`src/rtl/hacd_pkg.sv`:
```
// Shared HACD/Hawk AXI4 widths, packet types and byte-lane helpers.
// Also holds the write-master FSM state type and AXI encodings.
package hacd_pkg;

   localparam int HACD_AXI4_ID_WIDTH   = 4;
   localparam int HACD_AXI4_ADDR_WIDTH = 40;
   localparam int HACD_AXI4_LEN_WIDTH  = 8;
   localparam int HACD_AXI4_DATA_WIDTH = 512;
   localparam int HACD_AXI4_RESP_WIDTH = 2;
   localparam int HACD_AXI4_STRB_WIDTH = HACD_AXI4_DATA_WIDTH / 8;

   localparam logic [1:0] AXI_BURST_INCR = 2'b01;
   localparam logic [2:0] AXI_SIZE_64B   = 3'b110;
   localparam logic [HACD_AXI4_RESP_WIDTH-1:0] AXI_RESP_OKAY = 2'b00;
   localparam logic [3:0] AXI_CACHE_BUF_MOD = 4'b0011;

   typedef struct packed {
      logic [HACD_AXI4_ADDR_WIDTH-1:0] addr;
      logic [HACD_AXI4_DATA_WIDTH-1:0] data;
      logic [HACD_AXI4_STRB_WIDTH-1:0] strb;
      logic                            awvalid;
      logic                            wvalid;
   } axi_wr_reqpkt_t;

   typedef struct packed {
      logic [HACD_AXI4_ADDR_WIDTH-1:0] addr;
      logic [HACD_AXI4_DATA_WIDTH-1:0] data;
      logic [HACD_AXI4_STRB_WIDTH-1:0] strb;
   } axi_wr_pld_t;

   typedef struct packed {
      logic awready;
      logic wready;
   } axi_wr_rdypkt_t;

   typedef struct packed {
      logic bvalid;
      logic bresp;
   } axi_wr_resppkt_t;

   typedef enum logic [1:0] {
      AXIWR_IDLE      = 2'd0,
      AXIWR_ADDR_DATA = 2'd1,
      AXIWR_WAIT_B    = 2'd2,
      AXIWR_RESP      = 2'd3
   } hawk_axiwr_state_t;

   // Reverse byte order inside every 64-bit word of the cacheline.
   function automatic logic [HACD_AXI4_DATA_WIDTH-1:0] get_8byte_byteswap(
      input logic [HACD_AXI4_DATA_WIDTH-1:0] data
   );
      logic [HACD_AXI4_DATA_WIDTH-1:0] swapped;
      swapped = '0;
      for (int w = 0; w < HACD_AXI4_DATA_WIDTH / 64; w++) begin
         for (int b = 0; b < 8; b++) begin
            swapped[w*64 + b*8 +: 8] = data[w*64 + (7-b)*8 +: 8];
         end
      end
      return swapped;
   endfunction

   function automatic logic [HACD_AXI4_STRB_WIDTH-1:0] get_strb_swap(
      input logic [HACD_AXI4_STRB_WIDTH-1:0] strb
   );
      logic [HACD_AXI4_STRB_WIDTH-1:0] swapped;
      swapped = '0;
      for (int w = 0; w < HACD_AXI4_STRB_WIDTH / 8; w++) begin
         for (int b = 0; b < 8; b++) begin
            swapped[w*8 + b] = strb[w*8 + 7 - b];
         end
      end
      return swapped;
   endfunction

endpackage

```
`src/rtl/hawk_axiwr_master.sv`:
```
// Single-outstanding AXI4 write master: one 64-byte cacheline per request,
// issued as a single-beat burst, with a B-channel watchdog.
module hawk_axiwr_master
   import hacd_pkg::*;
#(
   parameter int AXI_ID    = 0,
   parameter int B_TIMEOUT = 1024
) (
   input  logic                              clk_i,
   input  logic                              rst_i,

   input  axi_wr_reqpkt_t                    req_i,
   output axi_wr_rdypkt_t                    rdy_o,
   output axi_wr_resppkt_t                   resp_o,

   output logic [HACD_AXI4_ID_WIDTH-1:0]     m_axi_awid,
   output logic [HACD_AXI4_ADDR_WIDTH-1:0]   m_axi_awaddr,
   output logic [HACD_AXI4_LEN_WIDTH-1:0]    m_axi_awlen,
   output logic [2:0]                        m_axi_awsize,
   output logic [1:0]                        m_axi_awburst,
   output logic [3:0]                        m_axi_awcache,
   output logic [2:0]                        m_axi_awprot,
   output logic                              m_axi_awvalid,
   input  logic                              m_axi_awready,

   output logic [HACD_AXI4_DATA_WIDTH-1:0]   m_axi_wdata,
   output logic [HACD_AXI4_STRB_WIDTH-1:0]   m_axi_wstrb,
   output logic                              m_axi_wlast,
   output logic                              m_axi_wvalid,
   input  logic                              m_axi_wready,

   input  logic [HACD_AXI4_ID_WIDTH-1:0]     m_axi_bid,
   input  logic [HACD_AXI4_RESP_WIDTH-1:0]   m_axi_bresp,
   input  logic                              m_axi_bvalid,
   output logic                              m_axi_bready,

   output logic                              err_timeout_o,
   output logic                              err_resp_o,
   output logic [31:0]                       wr_cnt_o
);

   localparam int WDOG_W = (B_TIMEOUT > 2) ? $clog2(B_TIMEOUT) : 1;
   localparam logic [WDOG_W-1:0] WDOG_LAST = WDOG_W'(B_TIMEOUT - 1);
   localparam logic [HACD_AXI4_ID_WIDTH-1:0] AXI_ID_L = HACD_AXI4_ID_WIDTH'(AXI_ID);

   hawk_axiwr_state_t state_reg;
   hawk_axiwr_state_t state_next;

   axi_wr_pld_t         pld_reg;
   logic                aw_done_reg;
   logic                w_done_reg;
   logic [WDOG_W-1:0]   wdog_cnt_reg;
   logic                err_reg;
   logic                err_timeout_reg;
   logic                err_resp_reg;
   logic [31:0]         wr_cnt_reg;

   logic accept;
   logic aw_hs;
   logic w_hs;
   logic b_hs;
   logic b_err;
   logic wdog_expired;

   assign accept       = (state_reg == AXIWR_IDLE) & req_i.awvalid & req_i.wvalid;
   assign aw_hs        = m_axi_awvalid & m_axi_awready;
   assign w_hs         = m_axi_wvalid & m_axi_wready;
   assign b_hs         = m_axi_bvalid & m_axi_bready;
   assign b_err        = (m_axi_bresp != AXI_RESP_OKAY) | (m_axi_bid != AXI_ID_L);
   assign wdog_expired = (wdog_cnt_reg == WDOG_LAST);

   always_ff @(posedge clk_i) begin
      if (rst_i) begin
         state_reg <= AXIWR_IDLE;
      end else begin
         state_reg <= state_next;
      end
   end

   always_comb begin
      state_next = state_reg;
      unique case (state_reg)
         AXIWR_IDLE: begin
            if (accept) begin
               state_next = AXIWR_ADDR_DATA;
            end
         end
         AXIWR_ADDR_DATA: begin
            if ((aw_done_reg | aw_hs) & (w_done_reg | w_hs)) begin
               state_next = AXIWR_WAIT_B;
            end
         end
         AXIWR_WAIT_B: begin
            if (b_hs | wdog_expired) begin
               state_next = AXIWR_RESP;
            end
         end
         AXIWR_RESP: begin
            state_next = AXIWR_IDLE;
         end
         default: state_next = AXIWR_IDLE;
      endcase
   end

   // bready stays high in IDLE so a late B after a timeout is drained silently.
   always_comb begin
      rdy_o         = '0;
      resp_o        = '0;
      m_axi_awvalid = 1'b0;
      m_axi_wvalid  = 1'b0;
      m_axi_bready  = 1'b0;
      unique case (state_reg)
         AXIWR_IDLE: begin
            rdy_o.awready = 1'b1;
            rdy_o.wready  = 1'b1;
            m_axi_bready  = 1'b1;
         end
         AXIWR_ADDR_DATA: begin
            m_axi_awvalid = ~aw_done_reg;
            m_axi_wvalid  = ~w_done_reg;
         end
         AXIWR_WAIT_B: begin
            m_axi_bready = 1'b1;
         end
         AXIWR_RESP: begin
            resp_o.bvalid = 1'b1;
            resp_o.bresp  = err_reg;
         end
         default: ;
      endcase
   end

   always_ff @(posedge clk_i) begin
      if (rst_i) begin
         pld_reg         <= '0;
         aw_done_reg     <= 1'b0;
         w_done_reg      <= 1'b0;
         wdog_cnt_reg    <= '0;
         err_reg         <= 1'b0;
         err_timeout_reg <= 1'b0;
         err_resp_reg    <= 1'b0;
         wr_cnt_reg      <= '0;
      end else begin
         unique case (state_reg)
            AXIWR_IDLE: begin
               if (accept) begin
                  pld_reg.addr <= req_i.addr;
                  pld_reg.data <= get_8byte_byteswap(req_i.data);
                  pld_reg.strb <= get_strb_swap(req_i.strb);
                  aw_done_reg  <= 1'b0;
                  w_done_reg   <= 1'b0;
               end
            end
            AXIWR_ADDR_DATA: begin
               if (aw_hs) begin
                  aw_done_reg <= 1'b1;
               end
               if (w_hs) begin
                  w_done_reg <= 1'b1;
               end
               wdog_cnt_reg <= '0;
            end
            AXIWR_WAIT_B: begin
               wdog_cnt_reg <= wdog_cnt_reg + 1'b1;
               // A response landing in the expiry cycle takes priority.
               if (b_hs) begin
                  err_reg <= b_err;
                  if (b_err) begin
                     err_resp_reg <= 1'b1;
                  end
               end else if (wdog_expired) begin
                  err_reg         <= 1'b1;
                  err_timeout_reg <= 1'b1;
               end
            end
            AXIWR_RESP: begin
               wr_cnt_reg <= wr_cnt_reg + 32'd1;
            end
            default: ;
         endcase
      end
   end

   assign m_axi_awid    = AXI_ID_L;
   assign m_axi_awaddr  = pld_reg.addr;
   assign m_axi_awlen   = '0;
   assign m_axi_awsize  = AXI_SIZE_64B;
   assign m_axi_awburst = AXI_BURST_INCR;
   assign m_axi_awcache = AXI_CACHE_BUF_MOD;
   assign m_axi_awprot  = 3'b000;

   assign m_axi_wdata   = pld_reg.data;
   assign m_axi_wstrb   = pld_reg.strb;
   assign m_axi_wlast   = 1'b1;

   assign err_timeout_o = err_timeout_reg;
   assign err_resp_o    = err_resp_reg;
   assign wr_cnt_o      = wr_cnt_reg;

endmodule
```
`config.mk`:
```
export PLATFORM = sky130hd
export DESIGN_NAME = hawk_axiwr_master
export DESIGN_NICKNAME = d
export VERILOG_FILES = /design/src/rtl/hacd_pkg.sv /design/src/rtl/hawk_axiwr_master.sv
export SDC_FILE = /design/constraint.sdc
export NUM_CORES = 1
export LEC_CHECK = 0
export ABC_AREA = 1
export BUFFER_PORTS_ARGS = -buffer_cell sky130_fd_sc_hd__buf_2
export CORE_AREA = 3 3 514 516
export CTS_CLUSTER_SIZE = 20
export DETAILED_ROUTE_END_ITERATION = 16
export DIE_AREA = 0 0 517 519
export PLACE_DENSITY = 0.33
export SYNTH_ARGS = -nofsm -noshare
export SYNTH_HDL_FRONTEND = slang
export SYNTH_SLANG_ARGS = --single-unit
```
`constraint.sdc`:
```
create_clock -name clk_i -period 1.5 [get_ports clk_i]
set_clock_uncertainty 0.05 [all_clocks]
set_input_delay 0.15 -clock clk_i [delete_from_list [all_inputs] [get_ports clk_i]]
set_output_delay 0.15 -clock clk_i [all_outputs]
set_load 0.02 [all_outputs]
```
==> results of run 1 <==
-- metal layers --
layer	up-vias	global-route usage	share of wire
li1	14200	-	-
met1	13810	0.1461	0.39
met2	1227	0.2383	0.49
met3	312	0.05326	0.093
met4	62	0.03456	0.025
met5	-	0	0.0019
-- placed cells by master, fill, tap and decap left out, types with 44 or more instances in the layout --
| cell type | instances |
|---|---|
| a21oi_1 | 606 |
| buf_12 | 48 |
| buf_2 | 1270 |
| buf_4 | 168 |
| buf_6 | 44 |
| clkbuf_16 | 107 |
| dfxtp_1 | 653 |
| dlygate4sd3_1 | 626 |
| inv_1 | 51 |
| nand2_1 | 1307 |
| nor2_1 | 74 |
-- worst reg2reg max path, stage by stage, from the launching register on --
cell and delay (ns):
dfxtp_2 0.33, inv_2 0.09, ha_4 0.16, nand3_4 0.12, buf_6 0.16, buf_12 0.14, buf_16 0.17, buf_4 0.15
buf_16 0.15, nand2_1 0.11, a21oi_1 0.06
-- worst paths after layout --
kind / startpoint / depth (start not counted) / to
max: state_reg[0] / 5 / resp_o[1]
min: req_i[1] / 7 / m_axi_awaddr[33]
max reg2reg: state_reg[0] / 10 / m_axi_wdata[23]
min reg2reg: err_resp_o / 2 / err_resp_o
-- kinds of logic after synthesis --
logic type               Yosys count  share of synthesized area
AO/OA/AOI/OAI                    671                     0.1424
buffers and inverters            296                    0.05541
flip-flops                       665                     0.5626
adder cells (fa/ha/maj)            6                   0.003173
AND/OR/NAND/NOR                 1459                     0.2350
other                              2                  0.0003174
XOR/XNOR                           3                   0.001111
-- synthesized netlist by cell type (all sizes together) --
master,instances,area [um2]
conb,2,7.510
clkbuf,130,488.0
dfxtp,665,13310
xor2,1,8.760
o22ai,1,6.260
o21ai,20,100.1
nand2,1326,4977
nor2,88,337.8
a21oi,646,3233
a31o,1,8.760
buf,105,594.3
and3,1,6.260
inv,61,229.0
nand4,4,25.02
o21a,2,15.01
nand3b,1,7.510
or2,1,6.260
nor3,6,35.03
ha,6,75.07
nand3,32,165.2
xnor2,2,17.52
a31oi,1,6.260
-- final cells by class --
| type | count | area share |
|---|---|---|
| tap | 3402 | 0.08906 |
| inverter | 61 | 0.005078 |
| multi-input combinational | 2164 | 0.1997 |
| clock buffer | 121 | 0.05317 |
| clock inverter | 43 | 0.01411 |
| timing repair buffer | 2224 | 0.3577 |
| sequential | 665 | 0.2792 |
| antenna | 38 | 0.001989 |
-- what timing repair did --
action | CTS | global route
hold buffers | 626 | 0
setup buffers | 38 | 36
pin swaps | 6 | 16
gates resized for setup | 137 | 122
cloned | 25 | 15
setup endpoints to repair | 1261 | 1225
endpoints found under the hold margin | 634 | 0
-- stage by stage --
stage	setup slack (ns)	cell area (um2)	hold WS [ns]	total power, uW
finish	-0.4265	47800	0.1510	62190
global route	-0.5478	47750	0.08762	65300
CTS	-0.5551	46460	0.02735	62570
detailed placement	-0.3333	35410	0.3523	34370
global placement	-0.3330	35410	0.3493	34360
floorplan	0.008402	23920	0.2429	27430
-- power breakdown --
part / switching, uW / leakage [uW] / internal [uW]
Sequential: 1020 / 0.00542 / 19500
Combinational: 10300 / 0.0135 / 7430
Clock: 9670 / 0.00157 / 14200
==> run metrics, run 1 <==
post-route worst setup slack -0.4265 ns; max reg flops 512; register area share after synthesis 0.5626; I/O Buffers 1285; final worst-path cycle share 1.284; Ys Warns 0; Core Region 0.2597 mm2; Sequential Area 0.01335 mm2; nets@finish 5842; initial antenna violation count 125; Synth Instances 3102; layout cell share with drive strength beyond 1 0.3522; Top Family by Delay on Critical Path buffers and inverters; root buf cell clkbuf_16; DP Cell Count 7777; CP cell instances buf_6, ha_4, buf_6, buf_4, buf_6; Max Freq 519.1 MHz; Area growth syn-to-layout 102.0%; CTS tree built; post-synthesis cell type count 28; Clock Latency Late Sink 0.71 ns; cell area after synthesis 0.02366 mm2; min Tclk post-route 1.926 ns; synthesis-stage register bit count 665; gr ovfl total 0; critical path peak fanout 5; Final HPWL DP 150400 um; Final Non-Filler Cells 8718; drt wl/cell 22.04 um; Total Routed Length 192200 um; detailed-route via count 29610; CP bufs+invs 4; H-tree depth 3; Initial Util 0.09111; CP Class flop to primary output; Rows 187; DR pass1 iterations 5; Slew HR 0.6514; final slew viol count 0; slowest stage cell, crit path dfxtp_2; detailed-route DRC error count 0; syn avg cell area 7.628 um2; gp weighted congestion 0.8269; chip height 519 um; Pwr Density 1301 mW/mm2; Worst Setup End Kind primary output; Max VDD drop 0.0008052 V; Arr. time, crit path 1.73 ns; violated checks negative setup slack; total I/O pin count 1311; status finished with violations; worst path required time 1.30 ns; HP Class input port to flop; CP startpoint kind flop; number of CTS-inserted buffers 91; Slew @ Worst Pin 0.5230 ns; DIE AREA 0.2683 mm2; Lkg Pwr 0.02052 uW; CP most frequent cell buf_6; clock transition at the registers of the reported paths 0.06 ns; vias in the first global route 29380; first-pass GRT wire length 248100 um; max cap viols 0; flop2flop setup slack -0.32 ns; largest net degree at the start of global routing 93; Filler cells 29520; post-route ant nets 0; final core occ 0.1840; area of the multi-input gates 0.009543 mm2; TritonCTS Sinks 665; Initial DRC Count 1435; Vias per Instance 3.396; GR Util All Layers 0.1338; RSZ-0062 raised after global routing true; Fin. Hold Viols 0; Post-Route Setup TNS -154.90 ns; die width 517 um; CP peak stage delay 0.33 ns; Final setup violation count 742; Max clock buf depth 3
(Power assumes the default switching activity.)
==> run 2, diff against run 1 <==
--- a/config.mk
+++ b/config.mk
@@ -7,11 +7,13 @@
 export LEC_CHECK = 0
 export ABC_AREA = 1
 export BUFFER_PORTS_ARGS = -buffer_cell sky130_fd_sc_hd__buf_2
-export CORE_AREA = 3 3 514 516
+export CELL_PAD_IN_SITES_DETAIL_PLACEMENT = 1
+export CELL_PAD_IN_SITES_GLOBAL_PLACEMENT = 1
+export CORE_AREA = 3 3 510 512
 export CTS_CLUSTER_SIZE = 20
 export DETAILED_ROUTE_END_ITERATION = 16
-export DIE_AREA = 0 0 517 519
-export PLACE_DENSITY = 0.33
+export DIE_AREA = 0 0 513 515
+export PLACE_DENSITY = 0.39
 export SYNTH_ARGS = -nofsm -noshare
 export SYNTH_HDL_FRONTEND = slang
 export SYNTH_SLANG_ARGS = --single-unit
==> constraint.sdc (replaced) <==
create_clock -name clk_i -period 2.35 [get_ports clk_i]
set_clock_uncertainty 0.05 [all_clocks]
set_input_delay 0.235 -clock clk_i [delete_from_list [all_inputs] [get_ports clk_i]]
set_output_delay 0.235 -clock clk_i [all_outputs]
set_load 0.02 [all_outputs]
==> run 2 against run 1 <==
Cell count shrank 2.6%. Global-route usage shrank 0.18 points. Flip-flop and latch count is the same. Via count shrank 2.9%. Clock power shrank 41%. Critical path depth grew 1. Largest cell class unchanged. Wire length shrank 5.1%. Core utilization shrank 1.3 points. Register-to-register slack gained 0.52 ns. Count of clock-buffer cells in the layout grew 16. Critical endpoint is now m_axi_bready. The flow now finishes without violations.
==> run metrics, run 2 (same netlist as run 1, synthesis figures left out) <==
status finished clean; critical path peak fanout 5 (unchanged); Area growth syn-to-layout 85.61%; Rows 186 (-0.53%); Max clock buf depth 3 (unchanged); Final HPWL DP 148700 um (-1.1%); Clock Latency Late Sink 0.72 ns (about the same); worst path required time 2.07 ns (+0.77 ns); HP Class input port to flop; post-route ant nets 0 (unchanged); gr ovfl total 0 (unchanged); number of CTS-inserted buffers 92 (+1.1%); nets@finish 5642 (-3.4%); vias in the first global route 29890 (+1.7%); die width 513 um (-0.77%); min Tclk post-route 2.160 ns; Final Non-Filler Cells 8490 (-2.6%); drt wl/cell 21.48 um (-2.6%); max reg flops 512 (unchanged); Sequential Area 0.01332 mm2 (-0.22%); RSZ-0062 raised after global routing false; H-tree depth 3 (unchanged); Pwr Density 828.8 mW/mm2 (-36%); area of the multi-input gates 0.009140 mm2 (-4.2%); Post-Route Setup TNS 0 ns (+154.90 ns); CP startpoint kind flop; first-pass GRT wire length 246100 um (-0.82%); detailed-route DRC error count 0 (unchanged); CP Class flop to primary output; Filler cells 30830 (+4.4%); Arr. time, crit path 1.88 ns (+0.15 ns); final slew viol count 0 (unchanged); DIE AREA 0.2642 mm2 (-1.5%); final worst-path cycle share 0.9192; detailed-route via count 28760 (-2.9%); Vias per Instance 3.387 (-0.25%); Initial DRC Count 1354 (-5.6%); Max VDD drop 0.0005468 V (-32%); Initial Util 0.09235 (+0.001239); Total Routed Length 182400 um (-5.1%); layout cell share with drive strength beyond 1 0.3036 (-0.04857); Max Freq 462.9 MHz; Fin. Hold Viols 0 (unchanged); commonest cells after routing, fill and taps aside nand2_1, buf_2, dfxtp_1; Final setup violation count 0 (-100%); TritonCTS Sinks 665 (unchanged); Lkg Pwr 0.01873 uW (-8.7%); DR pass1 iterations 5 (unchanged); Slew HR 0.4391 (-0.2123); chip height 515 um (-0.77%); total I/O pin count 1311 (unchanged); max cap viols 0 (unchanged); root buf cell clkbuf_16; Worst Setup End Kind primary output; initial antenna violation count 115 (-8.0%); gp weighted congestion 0.8418 (+1.8%); DP Cell Count 7664 (-1.5%); commonest non-fill, non-tap cell in the layout nand2_1; CTS tree built; GR Util All Layers 0.1320 (-0.001812); clock transition at the registers of the reported paths 0.06 ns (about the same); largest net degree at the start of global routing 125 (+34%); I/O Buffers 1285 (unchanged); Core Region 0.2562 mm2 (-1.3%); hold_ws 0.1382 ns (-0.01278 ns); Slew @ Worst Pin 0.8326 ns (+0.3096 ns)
==> run 2: cell count changes in the layout (fill, tap and decap cells not counted), sizes merged, moves of 2 or more <==
cell         before   now
inv              66    61
bufinv           13     2
dlygate4sd3     626   631
clkinvlp          5     1
bufbuf            5     0
clkinv           20    22
diode            38    31
buf            1578  1392
==> run 2: worst paths after layout <==
| check | start | cells past startpoint | slack [ns] | to |
|---|---|---|---|---|
| max | state_reg[0] | 6 | 0.19 | m_axi_bready |
| min | req_i[1] | 5 | 0.14 | aw_done_reg |
| max reg2reg | state_reg[0] | 8 | 0.20 | m_axi_wstrb[20] |
| min reg2reg | m_axi_wdata[130] | 2 | 0.41 | m_axi_wdata[130] |
==> run 2: area by class of cell <==
type	count	share of cell area
repair buffers	2023	0.3176
flip-flops and latches	665	0.3032
multi-input cells	2164	0.2081
well taps	3384	0.09640
clock buffers	137	0.06131
clock inverters	25	0.006125
inverters	61	0.005498
diodes	31	0.001766
==> run 2: what timing repair did <==
action / in CTS / in global routing
endpoints found under the hold margin: 624 / 0
hold buffers: 631 / 0
setup endpoints to repair: 1 / 4
gates resized for setup: 5 / 2
setup buffers: 2 / 0
pin swaps: 0 / 0
cloned: 0 / 0
==> run 2: per-stage QoR <==
| step | setup slack (ns) | total power (uW) | cell area, um2 | utilization |
|---|---|---|---|---|
| 6_report | 0.1899 | 36400 | 43920 | 0.1714 |
| 5_1_grt | 0.03522 | 38470 | 43880 | 0.1713 |
| 4_1_cts | 0.01606 | 37480 | 43840 | 0.1711 |
| 3_5_place_dp | 0.1837 | 21780 | 34530 | 0.1348 |
| 3_3_place_gp | 0.2591 | 21720 | 34530 | 0.1348 |
| 2_1_floorplan | 0.6062 | 17380 | 23750 | - |
==> run 2: where the power goes <==
part           internal [uW]  leakage, uW  switching [uW]
combinational           3240       0.0119            5880
clock                   8130      0.00146            5950
sequential             12500      0.00541             731
total                  23800       0.0187           12600
==> run 2: metal layers <==
layer	vias to the layer above	track usage	part of all wire
met5	-	0	0.0019
met2	1163	0.2196	0.47
li1	13730	-	-
met1	13550	0.1582	0.42
met3	258	0.04667	0.089
met4	54	0.04132	0.025
==> run 2: worst max-delay path, cell delays in order (launching register included) <==
cell,delay (ns)
dfxtp_2,0.35
inv_1,0.08
ha_2,0.20
buf_4,0.17
nor2_2,0.13
inv_1,0.06
buf_4,0.16
==> run 3, diff against run 2 <==
--- a/config.mk
+++ b/config.mk
@@ -13,7 +13,7 @@
 export CTS_CLUSTER_SIZE = 20
 export DETAILED_ROUTE_END_ITERATION = 16
 export DIE_AREA = 0 0 513 515
-export PLACE_DENSITY = 0.39
+export PLACE_DENSITY = 0.33
 export SYNTH_ARGS = -nofsm -noshare
 export SYNTH_HDL_FRONTEND = slang
 export SYNTH_SLANG_ARGS = --single-unit
==> run 3 against run 2 <==
Global-route usage down 0.15 points. Worst hold slack better by 0.017 ns. Core utilization grew 0.14 points. Sequential power hardly changed. Cell count grew 0.11%. Via count fell by 0.96%. Power is 1.8% higher. Clock power increased by 5%. Non-clock buffer count increased by 9. Critical endpoint unchanged.
==> run metrics, run 3 (same netlist as run 1, synthesis figures left out) <==
status finished clean; Post-CTS Setup Inserts 0 (-2); Design Power 37070 uW (+1.8%); gr ovfl total 0 (unchanged); H-tree depth 3 (unchanged); number of CTS-inserted buffers 96 (+4.3%); Worst Setup End Kind primary output; Initial Util 0.09235 (unchanged); Total Routed Length 179900 um (-1.3%); DP Cell Count 7673 (+0.12%); vias in the first global route 30100 (+0.70%); Clock Latency Late Sink 0.72 ns (about the same); nets@finish 5655 (+0.23%); critical path peak fanout 5 (unchanged); DR pass1 iterations 5 (unchanged); detailed-route via count 28480 (-0.96%); commonest cells after routing, fill and taps aside nand2_1, buf_2, dfxtp_1; Slew HR 0.4563 (+0.01719); TritonCTS Sinks 665 (unchanged); gp weighted congestion 0.8037 (-4.5%); CP most frequent cell inv_1; slowest stage cell, crit path dfxtp_2; Pwr Density 837.3 mW/mm2 (+1.0%); CP Class flop to primary output; layout cell share with drive strength beyond 1 0.3051 (+0.001463); worst path required time 2.07 ns (about the same); Initial DRC Count 1166 (-14%); min Tclk post-route 2.187 ns (+0.02719 ns); Filler cells 30780 (-0.18%); DIE AREA 0.2642 mm2 (unchanged); Post-Route Setup TNS 0 ns (unchanged); max reg flops 512 (unchanged); CP startpoint kind flop; post-route ant nets 0 (unchanged); Core Region 0.2562 mm2 (unchanged); Vias per Instance 3.351 (-1.1%); Worst Hold Path Cells 5 (unchanged); total I/O pin count 1311 (unchanged); Lkg Pwr 0.01891 uW (+0.96%); Max clock buf depth 3 (unchanged); CTS tree built; HP Class input port to flop; Final HPWL DP 144800 um (-2.6%); Rows 186 (unchanged); final core occ 0.1728 (+0.001362); chip height 515 um (unchanged); detailed-route DRC error count 0 (unchanged); RSZ-0062 raised after global routing true; flop2flop setup slack 0.17 ns (-0.03 ns); initial antenna violation count 88 (-23%); Worst Reg-to-Reg Cells 8 (unchanged); CP cell instances inv_1, ha_1, buf_4, nor2_1, inv_1, buf_2; Area growth syn-to-layout 87.09%; max cap viols 0 (unchanged); Arr. time, crit path 1.90 ns (+0.02 ns); I/O Buffers 1285 (unchanged); Slew @ Worst Pin 0.8156 ns (-0.01699 ns); largest net degree at the start of global routing 101 (-19%); CP peak stage delay 0.35 ns (about the same); drt wl/cell 21.17 um (-1.4%); Final setup violation count 0 (unchanged); commonest non-fill, non-tap cell in the layout nand2_1; die width 513 um (unchanged); first-pass GRT wire length 244700 um (-0.55%); final slew viol count 0 (unchanged); hold_ws 0.1552 ns (+0.01691 ns); Fin. Hold Viols 0 (unchanged); final worst-path cycle share 0.9308 (+0.01157); Max VDD drop 0.0004913 V (-10%); GR Util All Layers 0.1305 (-0.001512); clock transition at the registers of the reported paths 0.06 ns (about the same); Max Freq 457.2 MHz (-1.2%); root buf cell clkbuf_16; Final Non-Filler Cells 8499 (+0.11%)
[run 3: repair_timing]
action / in CTS / in global routing
endpoints found under the hold margin: 630 / 0
setup endpoints to repair: 1 / 13
resized for setup: 1 / 3
hold buffers: 632 / 0
cloned: 0 / 1
[run 3: stage by stage]
step | cell area [um2] | worst slack [ns]
2_1_floorplan | 23750 | 0.6062
3_3_place_gp | 34650 | 0.2365
3_5_place_dp | 34650 | 0.1790
4_1_cts | 44160 | 0.01708
5_1_grt | 44250 | -0.007703
6_report | 44270 | 0.1627
[run 3: per-layer routing]
| layer | up-vias | wire length (um) | GRT usage |
|---|---|---|---|
| met5 | - | 403 | 0 |
| met4 | 66 | 3646 | 0.02876 |
| met3 | 282 | 17180 | 0.05667 |
| met2 | 1047 | 85300 | 0.2226 |
| met1 | 13330 | 73400 | 0.1500 |
| li1 | 13760 | - | - |
[run 3: cell type report]
type	instances	area, um2	share of cell area
repair buffers	2032	14100	0.3185
flip-flops and latches	665	13310	0.3007
multi-input cells	2164	9135	0.2063
well taps	3384	4234	0.09564
clock buffers	147	2885	0.06517
clock inverters	21	301.5	0.006811
inverters	61	236.5	0.005342
diodes	25	62.56	0.001413
[run 3: critical path: cells and delay by family (launching register included)]
family                   cells  cell delay (ns)
adder cells (fa/ha/maj)      1             0.21
flip-flops                   1             0.35
AND/OR/NAND/NOR              1             0.15
buffers and inverters        4             0.47
[run 3: worst paths after layout]
path                 from               end
min              req_i[1]  m_axi_wdata[444]
max reg2reg  state_reg[0]    m_axi_wstrb[0]
min reg2reg    err_resp_o        err_resp_o
max          state_reg[0]      m_axi_bready
[run 3: power by group]
part,internal (uW),switching (uW)
registers,12500,718
clock network,8670,6140
logic,3230,5840
